### src/rtl/uart_pkg.sv
// Shared UART definitions: receiver state encoding and bit-period divisor helper.
package uart_pkg;

   typedef enum logic [2:0] {
      StIdle,
      StStart,
      StData,
      StStop,
      StBreak
   } uart_rx_state_t;

   // Clock cycles per bit, rounded to nearest.
   function automatic int unsigned uart_divisor(input int unsigned clock_hz,
                                                input int unsigned baud);
      return (clock_hz + baud / 2) / baud;
   endfunction

endpackage

### src/rtl/sync_2ff.sv
// Generic two-flop synchronizer for a single asynchronous input bit.
module sync_2ff #(
   parameter logic ResetVal = 1'b0
) (
   input  logic clk,
   input  logic reset_n,
   input  logic d_i,
   output logic q_o
);

   logic meta_q;
   logic sync_q;

   always_ff @(posedge clk or negedge reset_n) begin
      if (!reset_n) begin
         meta_q <= ResetVal;
         sync_q <= ResetVal;
      end else begin
         meta_q <= d_i;
         sync_q <= meta_q;
      end
   end

   assign q_o = sync_q;

endmodule

### src/rtl/uart_receiver.sv
// 8N1 UART receiver with byte ready/ack handshake and sticky framing/overrun flags.
module uart_receiver
   import uart_pkg::*;
#(
   parameter int unsigned CLOCK_HZ = 6250,
   parameter int unsigned BAUD     = 781
) (
   input  logic       clk,
   input  logic       reset_n,
   input  logic       rx_i,
   output logic [7:0] rx_data_o,
   output logic       rx_ready_o,
   input  logic       rx_ack_i,
   output logic       rx_busy_o,
   output logic       rx_frame_err_o,
   output logic       rx_overrun_o
);

   localparam int unsigned DIVISOR = uart_divisor(CLOCK_HZ, BAUD);
   localparam int unsigned TickW   = (DIVISOR > 1) ? $clog2(DIVISOR) : 1;
   localparam logic [TickW-1:0] TickHalf = TickW'(DIVISOR / 2 - 1);
   localparam logic [TickW-1:0] TickFull = TickW'(DIVISOR - 1);

   generate
      if (DIVISOR < 4) begin : g_bad_divisor
         $error("uart_receiver: DIVISOR must be at least 4");
      end
   endgenerate

   logic rxs;

   sync_2ff #(
      .ResetVal (1'b1)
   ) u_sync_rx (
      .clk     (clk),
      .reset_n (reset_n),
      .d_i     (rx_i),
      .q_o     (rxs)
   );

   uart_rx_state_t   state_q, state_d;
   logic [TickW-1:0] tick_q, tick_d;
   logic [2:0]       bit_q, bit_d;
   logic [7:0]       shift_q, shift_d;
   logic [7:0]       data_q, data_d;
   logic             ready_q, ready_d;
   logic             ferr_q, ferr_d;
   logic             ovr_q, ovr_d;
   logic             byte_done;

   always_ff @(posedge clk or negedge reset_n) begin
      if (!reset_n) begin
         state_q <= StIdle;
         tick_q  <= '0;
         bit_q   <= '0;
         shift_q <= '0;
         data_q  <= '0;
         ready_q <= 1'b0;
         ferr_q  <= 1'b0;
         ovr_q   <= 1'b0;
      end else begin
         state_q <= state_d;
         tick_q  <= tick_d;
         bit_q   <= bit_d;
         shift_q <= shift_d;
         data_q  <= data_d;
         ready_q <= ready_d;
         ferr_q  <= ferr_d;
         ovr_q   <= ovr_d;
      end
   end

   always_comb begin
      state_d   = state_q;
      tick_d    = tick_q;
      bit_d     = bit_q;
      shift_d   = shift_q;
      data_d    = data_q;
      ready_d   = ready_q;
      ferr_d    = ferr_q;
      ovr_d     = ovr_q;
      byte_done = 1'b0;

      unique case (state_q)
         StIdle: begin
            if (!rxs) begin
               state_d = StStart;
               tick_d  = TickHalf;
            end
         end
         StStart: begin
            if (tick_q == '0) begin
               if (!rxs) begin
                  state_d = StData;
                  tick_d  = TickFull;
                  bit_d   = 3'd0;
               end else begin
                  state_d = StIdle;
               end
            end else begin
               tick_d = tick_q - TickW'(1);
            end
         end
         StData: begin
            if (tick_q == '0) begin
               shift_d[bit_q] = rxs;
               tick_d         = TickFull;
               bit_d          = bit_q + 3'd1;
               if (bit_q == 3'd7) begin
                  state_d = StStop;
               end
            end else begin
               tick_d = tick_q - TickW'(1);
            end
         end
         StStop: begin
            if (tick_q == '0) begin
               if (rxs) begin
                  state_d   = StIdle;
                  byte_done = 1'b1;
               end else begin
                  ferr_d  = 1'b1;
                  state_d = StBreak;
               end
            end else begin
               tick_d = tick_q - TickW'(1);
            end
         end
         StBreak: begin
            // Wait out a held-low line so it is not re-read as start bits.
            if (rxs) begin
               state_d = StIdle;
            end
         end
         default: state_d = StIdle;
      endcase

      if (byte_done) begin
         if (!ready_q || rx_ack_i) begin
            data_d  = shift_q;
            ready_d = 1'b1;
         end else begin
            ovr_d = 1'b1;
         end
      end else if (ready_q && rx_ack_i) begin
         ready_d = 1'b0;
      end
   end

   always_comb begin
      rx_data_o      = data_q;
      rx_ready_o     = ready_q;
      rx_busy_o      = (state_q != StIdle);
      rx_frame_err_o = ferr_q;
      rx_overrun_o   = ovr_q;
   end

endmodule

### config.mk
export PLATFORM = sky130hd
export DESIGN_NAME = uart_receiver
export DESIGN_NICKNAME = d
export VERILOG_FILES = /design/src/rtl/uart_pkg.sv /design/src/rtl/sync_2ff.sv /design/src/rtl/uart_receiver.sv
export SDC_FILE = /design/constraint.sdc
export NUM_CORES = 1
export LEC_CHECK = 0
export BUFFER_PORTS_ARGS = -buffer_cell sky130_fd_sc_hd__buf_2
export CAP_MARGIN = 20
export CORE_UTILIZATION = 50
export DETAILED_ROUTE_END_ITERATION = 6
export PLACE_DENSITY = 0.72
export SYNTH_ARGS = -nofsm -noshare
export SYNTH_HDL_FRONTEND = slang
export SYNTH_SLANG_ARGS = --single-unit
### constraint.sdc
create_clock -name clk -period 1.9 [get_ports clk]
set_input_delay 0.19 -clock clk [delete_from_list [all_inputs] [get_ports clk]]
set_output_delay 0.19 -clock clk [all_outputs]
set_load 0.005 [all_outputs]
==> flow_metrics.env <==
export IMPL_avgRoutedWirePerCell_um=13.8
export IMPL_netlist_area_um2=1440
export IMPL_drtAntennaViolNets=0
export IMPL_status="completed"
export IMPL_clock_power_share=0.313
export IMPL_post_route_drc_count=0
export IMPL_wl_met2_mm=1.12
export IMPL_finalCritPeriodShare=0.938
export IMPL_overflow=0
export IMPL_synth_area_leaders="dfrtp_1, mux2_4, mux2_2"
export IMPL_hp_class="input pin to flip-flop"
export IMPL_cts_buffers=5
export IMPL_multi_input_area_um2=634
export IMPL_fill_cells=222
export IMPL_synth_ff_type="dfrtp_1"
export IMPL_grt_pass1_wl_mm=4.20
export IMPL_endpoint_kind="flip-flop"
export IMPL_synth_top_area_share=0.485
export IMPL_cp_data_required_time_ns=2.12
export IMPL_maxCapViolCount=0
export IMPL_critPathMaxFanout=8
export IMPL_comb_power_share=0.276
export IMPL_totalPowerFinal_uw=2130
export IMPL_start_util=0.528
export IMPL_swShare=0.306
export IMPL_tightest_slew_ns=0.659
export IMPL_top_layer_used="met4"
export IMPL_yosysWarnings=0
export IMPL_wl_met3_um=84
export IMPL_diodes=0
export IMPL_dr_pass1_iters=4
export IMPL_drv_slew=0
export IMPL_dpl_hpwl_mm=1.72
export IMPL_clock_skew_ns=0.00980
export IMPL_cp_data_arrival_time_ns=2.00
export IMPL_layout_nets=150
export IMPL_ir_drop_v=0.00110
export IMPL_fmax_mhz=561
export IMPL_clk_latency_ns=0.33
export IMPL_power_switching_uw=652
export IMPL_grt_max_degree=31
export IMPL_intPower_uw=1480
export IMPL_critPathKind="flip-flop to flip-flop"
export IMPL_cts_root_buf="clkbuf_4"
export IMPL_area_delta_synth_final_pct=16.6
export IMPL_drive_above_1_share=0.343
export IMPL_seqPwrFrac=0.412
export IMPL_netlist_top_cell_by_area="dfrtp_1"
export IMPL_finalHoldViolations=0
export IMPL_cts_buffer_depth=2
export IMPL_ys_ff_latch=30
export IMPL_synth_edf_count=0
export IMPL_synth_seq_area_share=0.522
export IMPL_die_width_um=55.7
export IMPL_fp_coreArea_um2=2730
export IMPL_ff_latch_area_um2=753
export IMPL_post_route_min_period_ns=1.78
export IMPL_vias=953
export IMPL_fp_dieH_um=55.7
export IMPL_drt_iter0_markers=12
export IMPL_crit_path_start_kind="flip-flop"
export IMPL_powerDensity_nw_per_um2=1270
export IMPL_p_leak_uw=0.000837
export IMPL_setup_viol=0
export IMPL_io_pins=16
export IMPL_rsz0062_at_grt="false"
export IMPL_finalSetupTns_ns=0
export IMPL_gp_congestion=0.840
export IMPL_netlist_cell_type_count=36
export IMPL_synth_nets=128
export IMPL_rows=19
export IMPL_grt_pass1_vias=917
export IMPL_dieArea_um2=3110
export IMPL_postSynth_asyncResetShare=1.00
export IMPL_final_common_cell="dfrtp_1"
export IMPL_h_tree_depth=2
export IMPL_avgSynthCellArea_um2=12.0
export IMPL_relSlewSlack=0.560
export IMPL_routed_wirelength_mm=2.40
export IMPL_cts_tree="done"
export IMPL_final_cell_mix="dfrtp_1, buf_2, nand2_1"
export IMPL_antenna_found_initial=0
export IMPL_synthCells=120
export IMPL_clk_pin_slew_ns=0.10
export IMPL_viasPerCell=5.48
export IMPL_drt_met1_wl_mm=1.13
export IMPL_port_buffers=15
export IMPL_grt_usage=0.181
export IMPL_clock_sinks=30
==> sequential cells by signal, indices dropped and copies added (netlist names) <==
| name | cells |
|---|---|
| rx_ready_o | 1 |
| bit_q | 3 |
| rx_frame_err_o | 1 |
| rx_data_o | 8 |
| rx_overrun_o | 1 |
| u_sync_rx.q_o | 1 |
| u_sync_rx.meta_q | 1 |
| tick_q | 3 |
| state_q | 3 |
| shift_q | 8 |
==> per-stage QoR <==
step / hold slack (ns) / cell area, µm² / worst slack (ns) / cells / utilization
finish: 0.160 / 1680 / 0.118 / 174 / 0.616
global route: 0.174 / 1680 / 0.00605 / 174 / 0.616
CTS: 0.142 / 1660 / 0.0505 / 173 / 0.608
detailed placement: 0.256 / 1530 / 0.0578 / 163 / 0.560
global placement: 0.248 / 1530 / 0.104 / 163 / 0.560
floorplan: -0.106 / 1440 / 0.0605 / 120 / -
==> path summary, 6_finish.rpt <==
| check | cells after the start | endpoint | slack (ns) | start |
|---|---|---|---|---|
| worst max-delay path | 7 | rx_data_o[2] | 0.12 | tick_q[0] |
| worst min-delay path | 3 | rx_ready_o | 0.16 | rx_ack_i |
| worst max register to register | 7 | rx_data_o[2] | 0.12 | tick_q[0] |
| worst min register to register | 0 | u_sync_rx.q_o | 0.35 | u_sync_rx.meta_q |
| max in group asynchronous | 2 | bit_q[1] | 1.05 | reset_n |
| min in group asynchronous | 2 | rx_overrun_o | 0.42 | reset_n |
==> layer usage <==
layer / vias to the layer above / track usage
met5: - / 0
met4: 0 / 0.0964
met3: 8 / 0.0488
met2: 19 / 0.282
met1: 455 / 0.230
li1: 471 / -
==> cells by family (layout without fill, tap and decap cells) <==
| kind of cell | count (synthesis) | in the layout | synth area share |
|---|---|---|---|
| compound gates | 18 | 18 | 0.0797 |
| buf+inv | 8 | 31 | 0.0390 |
| mux | 17 | 17 | 0.153 |
| simple gates | 43 | 43 | 0.172 |
| fa+ha+maj | 4 | 4 | 0.0347 |
| flops | 30 | 30 | 0.522 |
==> critical path, cell delays in order, from the launching register on <==
cell and delay (ns):
dfrtp_1 0.40, inv_1 0.09, ha_1 0.21, nor3b_4 0.25, nand4_4 0.14, nor2b_4 0.16, buf_12 0.14, mux2_4 0.30
==> cells in the mapped netlist, types with 3 or more instances <==
master	number
mux2_2	8
o21ai_0	3
ha_1	4
nor2_1	5
nand2b_1	3
nand2_1	14
mux2_4	8
nor3_1	3
a21oi_1	5
dfrtp_1	28
nand3_1	6
==> power by group through the flow <==
stage               registers, µW  logic, µW  clock network [µW]
floorplan                     842        464                   0
finish                        878        588                 667
detailed placement            890        582                   0
global route                  896        677                 709
CTS                           877        588                 680
global placement              883        559                   0
==> repair_timing <==
item / CTS / global route
resized for setup: 0 / 0
endpoints found under the hold margin: 29 / 0
hold buffers: 2 / 0
endpoints found under the setup margin: 0 / 8
buffers inserted: 0 / 1
==> area by class of cell <==
cell class	instances	share of cell area
clock buffer	6	0.0305
clock inverter	2	0.0357
inverter	2	0.00446
multi-input combinational	82	0.377
sequential	30	0.448
tap	31	0.0230
timing repair buffer	21	0.0818
Note: power is estimated with default switching activity, not from simulation.
